### config.mk
export PLATFORM = sky130hd
export DESIGN_NAME = mem_data_arb
export DESIGN_NICKNAME = d
export VERILOG_FILES = /design/src/rtl/mem_data_arb.sv
export SDC_FILE = /design/constraint.sdc
export NUM_CORES = 1
export LEC_CHECK = 0
export BUFFER_PORTS_ARGS = -buffer_cell sky130_fd_sc_hd__buf_2
export CORE_AREA = 2 2 126 128
export CTS_CLUSTER_DIAMETER = 30
export DETAILED_ROUTE_END_ITERATION = 8
export DIE_AREA = 0 0 128 130
export GPL_TIMING_DRIVEN = 0
export PLACE_DENSITY = 0.86
export SETUP_SLACK_MARGIN = 0.2
export SYNTH_ARGS = -nofsm -noshare
export SYNTH_HDL_FRONTEND = slang
export SYNTH_SLANG_ARGS = --single-unit
### constraint.sdc
create_clock -name clk -period 4.9 [get_ports clk]
set_input_delay 0.245 -clock clk [delete_from_list [all_inputs] [get_ports clk]]
set_output_delay 0.245 -clock clk [all_outputs]
set_load 0.01 [all_outputs]
### src/rtl/mem_data_arb.sv
// mem_data_arb: round-robin arbiter and sequencer for the data side of the unified memory.
//
// Two requesters (0 = core load/store unit, 1 = host loader/debug port) each issue single
// 32-bit accesses. A winner is latched into a command register in IDLE. The memory port is
// driven for exactly one BUSY cycle. The response (rdata, err) is registered and presented
// with a one-cycle valid pulse.
//
// Ports
//   clk, reset                 clock, asynchronous active-high reset
//   reqN, weN, addrN, wdataN   request, write enable, halfword address [31:1], write data
//   gntN                       access is being performed this cycle (BUSY)
//   validN, rdataN, errN       response pulse, read data, out-of-range flag (data/flag held)
//   busy                       high while the memory port is being driven
//   mem_wr_addr/data/en        memory write port
//   mem_rd_addr, mem_rd_data   memory combinational read port rd1
module mem_data_arb #(
  parameter int unsigned MEM_BYTES = 1024
) (
  input  logic        clk,
  input  logic        reset,
  input  logic        req0,
  input  logic        we0,
  input  logic [30:0] addr0,
  input  logic [31:0] wdata0,
  input  logic        req1,
  input  logic        we1,
  input  logic [30:0] addr1,
  input  logic [31:0] wdata1,
  output logic        gnt0,
  output logic        gnt1,
  output logic        valid0,
  output logic        valid1,
  output logic [31:0] rdata0,
  output logic [31:0] rdata1,
  output logic        err0,
  output logic        err1,
  output logic        busy,
  output logic [30:0] mem_wr_addr,
  output logic [31:0] mem_wr_data,
  output logic        mem_wr_en,
  output logic [30:0] mem_rd_addr,
  input  logic [31:0] mem_rd_data
);

  typedef enum logic [0:0] {StIdle, StBusy} state_e;

  state_e state_q, state_d;

  // Requester granted most recently; resets to 1 so requester 0 wins the first tie.
  logic        last_q;

  logic        cmd_id_q;
  logic        cmd_we_q;
  logic [30:0] cmd_addr_q;
  logic [31:0] cmd_wdata_q;
  logic        cmd_ok_q;

  logic        valid0_q, valid1_q;
  logic [31:0] rdata0_q, rdata1_q;
  logic        err0_q, err1_q;

  logic        win;
  logic        sel_we;
  logic [30:0] sel_addr;
  logic [31:0] sel_wdata;
  logic        sel_ok;
  logic        cmd_load;
  logic [31:0] rsp_data;

  // Legal iff {addr,0} + 3 < MEM_BYTES. Evaluated in 33 bits so addresses near 2^32 cannot wrap
  // back into range.
  function automatic logic addr_in_range(input logic [30:0] a);
    logic [32:0] last_byte;
    last_byte = {1'b0, a, 1'b0} + 33'd3;
    return last_byte < 33'(MEM_BYTES);
  endfunction

  // Arbitration: a lone requester wins; on a tie the one not granted last wins.
  always_comb begin
    win = 1'b0;
    if (req0 && req1) begin
      win = ~last_q;
    end else if (req1) begin
      win = 1'b1;
    end
  end

  always_comb begin
    sel_we    = win ? we1    : we0;
    sel_addr  = win ? addr1  : addr0;
    sel_wdata = win ? wdata1 : wdata0;
    sel_ok    = addr_in_range(sel_addr);
  end

  // Next-state logic and state-decoded outputs.
  always_comb begin
    state_d  = state_q;
    cmd_load = 1'b0;
    busy     = 1'b0;
    gnt0     = 1'b0;
    gnt1     = 1'b0;
    unique case (state_q)
      StIdle: begin
        if (req0 || req1) begin
          state_d  = StBusy;
          cmd_load = 1'b1;
        end
      end
      StBusy: begin
        busy    = 1'b1;
        gnt0    = ~cmd_id_q;
        gnt1    = cmd_id_q;
        state_d = StIdle;
      end
      default: state_d = StIdle;
    endcase
  end

  // Address/data follow the command register at all times; only the enable is state-gated.
  always_comb begin
    mem_wr_addr = cmd_addr_q;
    mem_rd_addr = cmd_addr_q;
    mem_wr_data = cmd_wdata_q;
    mem_wr_en   = busy & cmd_we_q & cmd_ok_q;
  end

  // Writes and out-of-range reads return zero.
  always_comb begin
    rsp_data = 32'd0;
    if (!cmd_we_q && cmd_ok_q) begin
      rsp_data = mem_rd_data;
    end
  end

  always_ff @(posedge clk or posedge reset) begin
    if (reset) begin
      state_q <= StIdle;
      last_q  <= 1'b1;
    end else begin
      state_q <= state_d;
      if (state_q == StBusy) begin
        last_q <= cmd_id_q;
      end
    end
  end

  always_ff @(posedge clk or posedge reset) begin
    if (reset) begin
      cmd_id_q    <= 1'b0;
      cmd_we_q    <= 1'b0;
      cmd_addr_q  <= 31'd0;
      cmd_wdata_q <= 32'd0;
      cmd_ok_q    <= 1'b0;
    end else if (cmd_load) begin
      cmd_id_q    <= win;
      cmd_we_q    <= sel_we;
      cmd_addr_q  <= sel_addr;
      cmd_wdata_q <= sel_wdata;
      cmd_ok_q    <= sel_ok;
    end
  end

  // Response registers; only the winner's rdata/err are updated.
  always_ff @(posedge clk or posedge reset) begin
    if (reset) begin
      valid0_q <= 1'b0;
      valid1_q <= 1'b0;
      rdata0_q <= 32'd0;
      rdata1_q <= 32'd0;
      err0_q   <= 1'b0;
      err1_q   <= 1'b0;
    end else begin
      valid0_q <= 1'b0;
      valid1_q <= 1'b0;
      if (state_q == StBusy) begin
        if (cmd_id_q) begin
          valid1_q <= 1'b1;
          rdata1_q <= rsp_data;
          err1_q   <= ~cmd_ok_q;
        end else begin
          valid0_q <= 1'b1;
          rdata0_q <= rsp_data;
          err0_q   <= ~cmd_ok_q;
        end
      end
    end
  end

  always_comb begin
    valid0 = valid0_q;
    valid1 = valid1_q;
    rdata0 = rdata0_q;
    rdata1 = rdata1_q;
    err0   = err0_q;
    err1   = err1_q;
  end

endmodule

==> impl_metrics.env <==
export IMPL_path_depth=8
export IMPL_setup_tns_final_ns=0
export IMPL_syn_avg_cell_area_sq_um=8.72
export IMPL_htree_levels=4
export IMPL_regArea_sq_mm=0.00340
export IMPL_clkLatencyLatePin_ns=0.42
export IMPL_cpPeakStageDelay_ns=0.58
export IMPL_numCtsBuffers=17
export IMPL_min_period_ns=2.78
export IMPL_routed_wl_mm=22.8
export IMPL_clk_path_buf_depth=2
export IMPL_synthFlopType="dfrtp_1"
export IMPL_syn_area_sq_mm=0.00670
export IMPL_grt_pass1_vias=6597
export IMPL_async_reset_ff_frac=1.00
export IMPL_clock_skew_ns=0.0106
export IMPL_viasPerCell=5.50
export IMPL_coreArea_sq_mm=0.0154
export IMPL_endpoint_kind="register"
export IMPL_wl_per_cell_um=17.3
export IMPL_ys_seq_area_frac=0.509
export IMPL_crit_family="simple AND/OR/NAND/NOR gates"
export IMPL_rsz0062_at_grt="false"
export IMPL_hold_path_class="in2reg"
export IMPL_status="finished, final reports clean"
export IMPL_placed_cell_area_sq_mm=0.00861
export IMPL_fin_nets=1282
export IMPL_critPathArrivalTime_ns=3.13
export IMPL_path_cells="a21boi_4 -> nor4_1 -> nor2_1 -> nor3_1 -> a2bb2oi_1 -> nand4_1 -> a2111oi_2 -> a32o_2"
export IMPL_clkTransAtPathRegs_ns=0.07
export IMPL_chipHeight_um=130
export IMPL_drive_above_1_share=0.369
export IMPL_port_buffers=329
export IMPL_fmax_ghz=0.360
export IMPL_postRouteAntennaNets=0
export IMPL_drt_pass1_iter_count=5
export IMPL_design_area_sq_mm=0.00918
export IMPL_reg2reg_slack_ns=2.12
export IMPL_first_iter_violations=452
export IMPL_min_path_cells=3
export IMPL_grt_usage=0.263
export IMPL_relSlewSlack=0.570
export IMPL_worst_pin_slew_ns=0.645
export IMPL_dieArea_sq_mm=0.0166
export IMPL_timing_hold_ws_ns=0.0750
export IMPL_layout_commonest_cell="buf_2"
export IMPL_cts_root_buf="clkbuf_16"
export IMPL_irDropWorstVdd_mv=0.247
export IMPL_grt_overflow_total=0
export IMPL_mostFrequentLayoutCells="buf_2 (332), nand2_1 (226), dfrtp_1 (135), o21ai_0 (94), nor2_1 (62)"
export IMPL_syn_nets=932
export IMPL_critPathBufInv=0
export IMPL_grt_pass1_wl_mm=34.1
export IMPL_timing_rr_end="cmd_ok_q"
export IMPL_post_route_period_util=0.567
export IMPL_rr_worst_depth=8
export IMPL_endpoint="cmd_ok_q"
export IMPL_drc=0
export IMPL_cp_max_fo=9
export IMPL_grt_max_degree=72
export IMPL_reg2reg_from="last_q"
export IMPL_worstPathRequired_ns=5.25
export IMPL_clock_sinks=136
export IMPL_hold_viol_final=0
export IMPL_antenna_found_initial=0
export IMPL_synthCells=768
export IMPL_hpwlAfterDp_mm=17.6
export IMPL_antenna_cells=0
export IMPL_crit_start="last_q"
export IMPL_row_count=46
export IMPL_critPathSlowestCell="dfstp_2"
export IMPL_cts_repair_resized=0
export IMPL_start_kind="register"
export IMPL_synthDistinctLibCells=61
export IMPL_vias=7271
export IMPL_crit_type="reg2reg"
export IMPL_postLayoutCoreUtil=0.595
export IMPL_drv_cap=0
export IMPL_final_fill_count=1368
export IMPL_ios=330
export IMPL_powerDensity_mw_per_mm2=376
export IMPL_synth_edf_count=0
export IMPL_die_w_um=128
export IMPL_syn_to_final_growth_pct=37.1
export IMPL_start_util=0.434
export IMPL_final_max_slew_viol_count=0
export IMPL_cts_tree="done"
export IMPL_ys_ff_latch=136
export IMPL_multi_input_area_sq_mm=0.00282
export IMPL_gp_congestion=0.910
export IMPL_yosysWarnings=0
export IMPL_finalSetupViolations=0
export IMPL_leakagePower_nw=4.61
-- report_power, final --
group          leakage (nW)  internal [W]  switching [W]
clock                 0.261      0.000667       0.000546
combinational          2.62      0.000365       0.000517
sequential             1.73       0.00126       0.000105
-- metal layers --
| layer | vias up | GRT usage | part of all wire |
|---|---|---|---|
| li1 | 3306 | - | - |
| met1 | 3470 | 0.329 | 0.40 |
| met2 | 444 | 0.456 | 0.51 |
| met3 | 51 | 0.0447 | 0.070 |
| met4 | 0 | 0.105 | 0.026 |
| met5 | - | 0 | 0 |
-- cell usage after synthesis, types with 2 or more instances --
cell | count | area, sq um
nand2_1 | 226 | 848
dfrtp_1 | 135 | 3380
o21ai_0 | 94 | 470
nor2_1 | 62 | 233
a31oi_1 | 48 | 300
clkbuf_1 | 42 | 158
buf_4 | 31 | 233
mux2i_1 | 19 | 190
nand3_1 | 14 | 70.1
nand4_1 | 9 | 56.3
nor3_1 | 9 | 45.0
inv_1 | 7 | 26.3
a21oi_1 | 5 | 25.0
xnor2_1 | 4 | 35.0
and3_1 | 3 | 18.8
buf_2 | 3 | 15.0
a2111oi_2 | 2 | 30.0
buf_6 | 2 | 22.5
nand2b_1 | 2 | 12.5
nor2b_1 | 2 | 12.5
nor4_1 | 2 | 12.5
nor4_2 | 2 | 25.0
nor4_4 | 2 | 42.5
o2111ai_1 | 2 | 17.5
o21a_1 | 2 | 15.0
o21ai_1 | 2 | 10.0
or2_1 | 2 | 12.5
xor2_1 | 2 | 17.5
-- state kept, by name, summed over array words and instances (netlist names), 31 cells and up --
| signal | count |
|---|---|
| mem_rd_addr | 31 |
| rdata1 | 32 |
| mem_wr_data | 32 |
| rdata0 | 32 |
-- per-stage QoR --
| stage | setup WS, ns | std cells | power (W) |
|---|---|---|---|
| after floorplan | 1.02 | 768 | 0.00184 |
| after detailed placement | 2.17 | 1290 | 0.00226 |
| after global routing | 1.94 | 1323 | 0.00362 |
| after global placement | -0.519 | 1289 | 0.00223 |
| final | 2.12 | 1323 | 0.00346 |
| after CTS | 2.16 | 1323 | 0.00347 |
-- layout make-up --
class / instances / share of cell area
sequential: 136 / 0.371
buffer: 80 / 0.0487
timing repair buffer: 331 / 0.183
clock buffer: 17 / 0.0463
multi-input combinational: 545 / 0.307
tap: 192 / 0.0262
clock inverter: 15 / 0.0143
inverter: 7 / 0.00341
-- worst min-delay path, delay by kind of cell --
kind | cells | cell delay [ns]
compound gates | 1 | 0.07
buf+inv | 1 | 0.09
simple gates | 1 | 0.04
-- worst min path at each step --
stage / startpoint / to / slack (ns)
global placement: rdata0[23] / rdata0[23] / 0.46
finish: wdata1[2] / mem_wr_data[2] / 0.08
floorplan: we1 / cmd_we_q / 0.39
global route: wdata0[1] / mem_wr_data[1] / 0.07
CTS: wdata1[28] / mem_wr_data[28] / 0.06
detailed placement: reset / rdata1[8] / 0.39
-- what timing repair did --
item / in CTS / in global routing
hold buffers: 1 / 0
endpoints found under the hold margin: 70 / 0
buffers inserted: 0 / 0
-- cells by family after synthesis --
kind of cell / after synthesis / synth area share
buffers and inverters: 87 / 0.0706
AO/OA/AOI/OAI: 173 / 0.160
multiplexers: 20 / 0.0301
flip-flops: 136 / 0.509
AND/OR/NAND/NOR: 346 / 0.223
XOR/XNOR: 6 / 0.00785
Note: power is estimated with default switching activity, not from simulation.
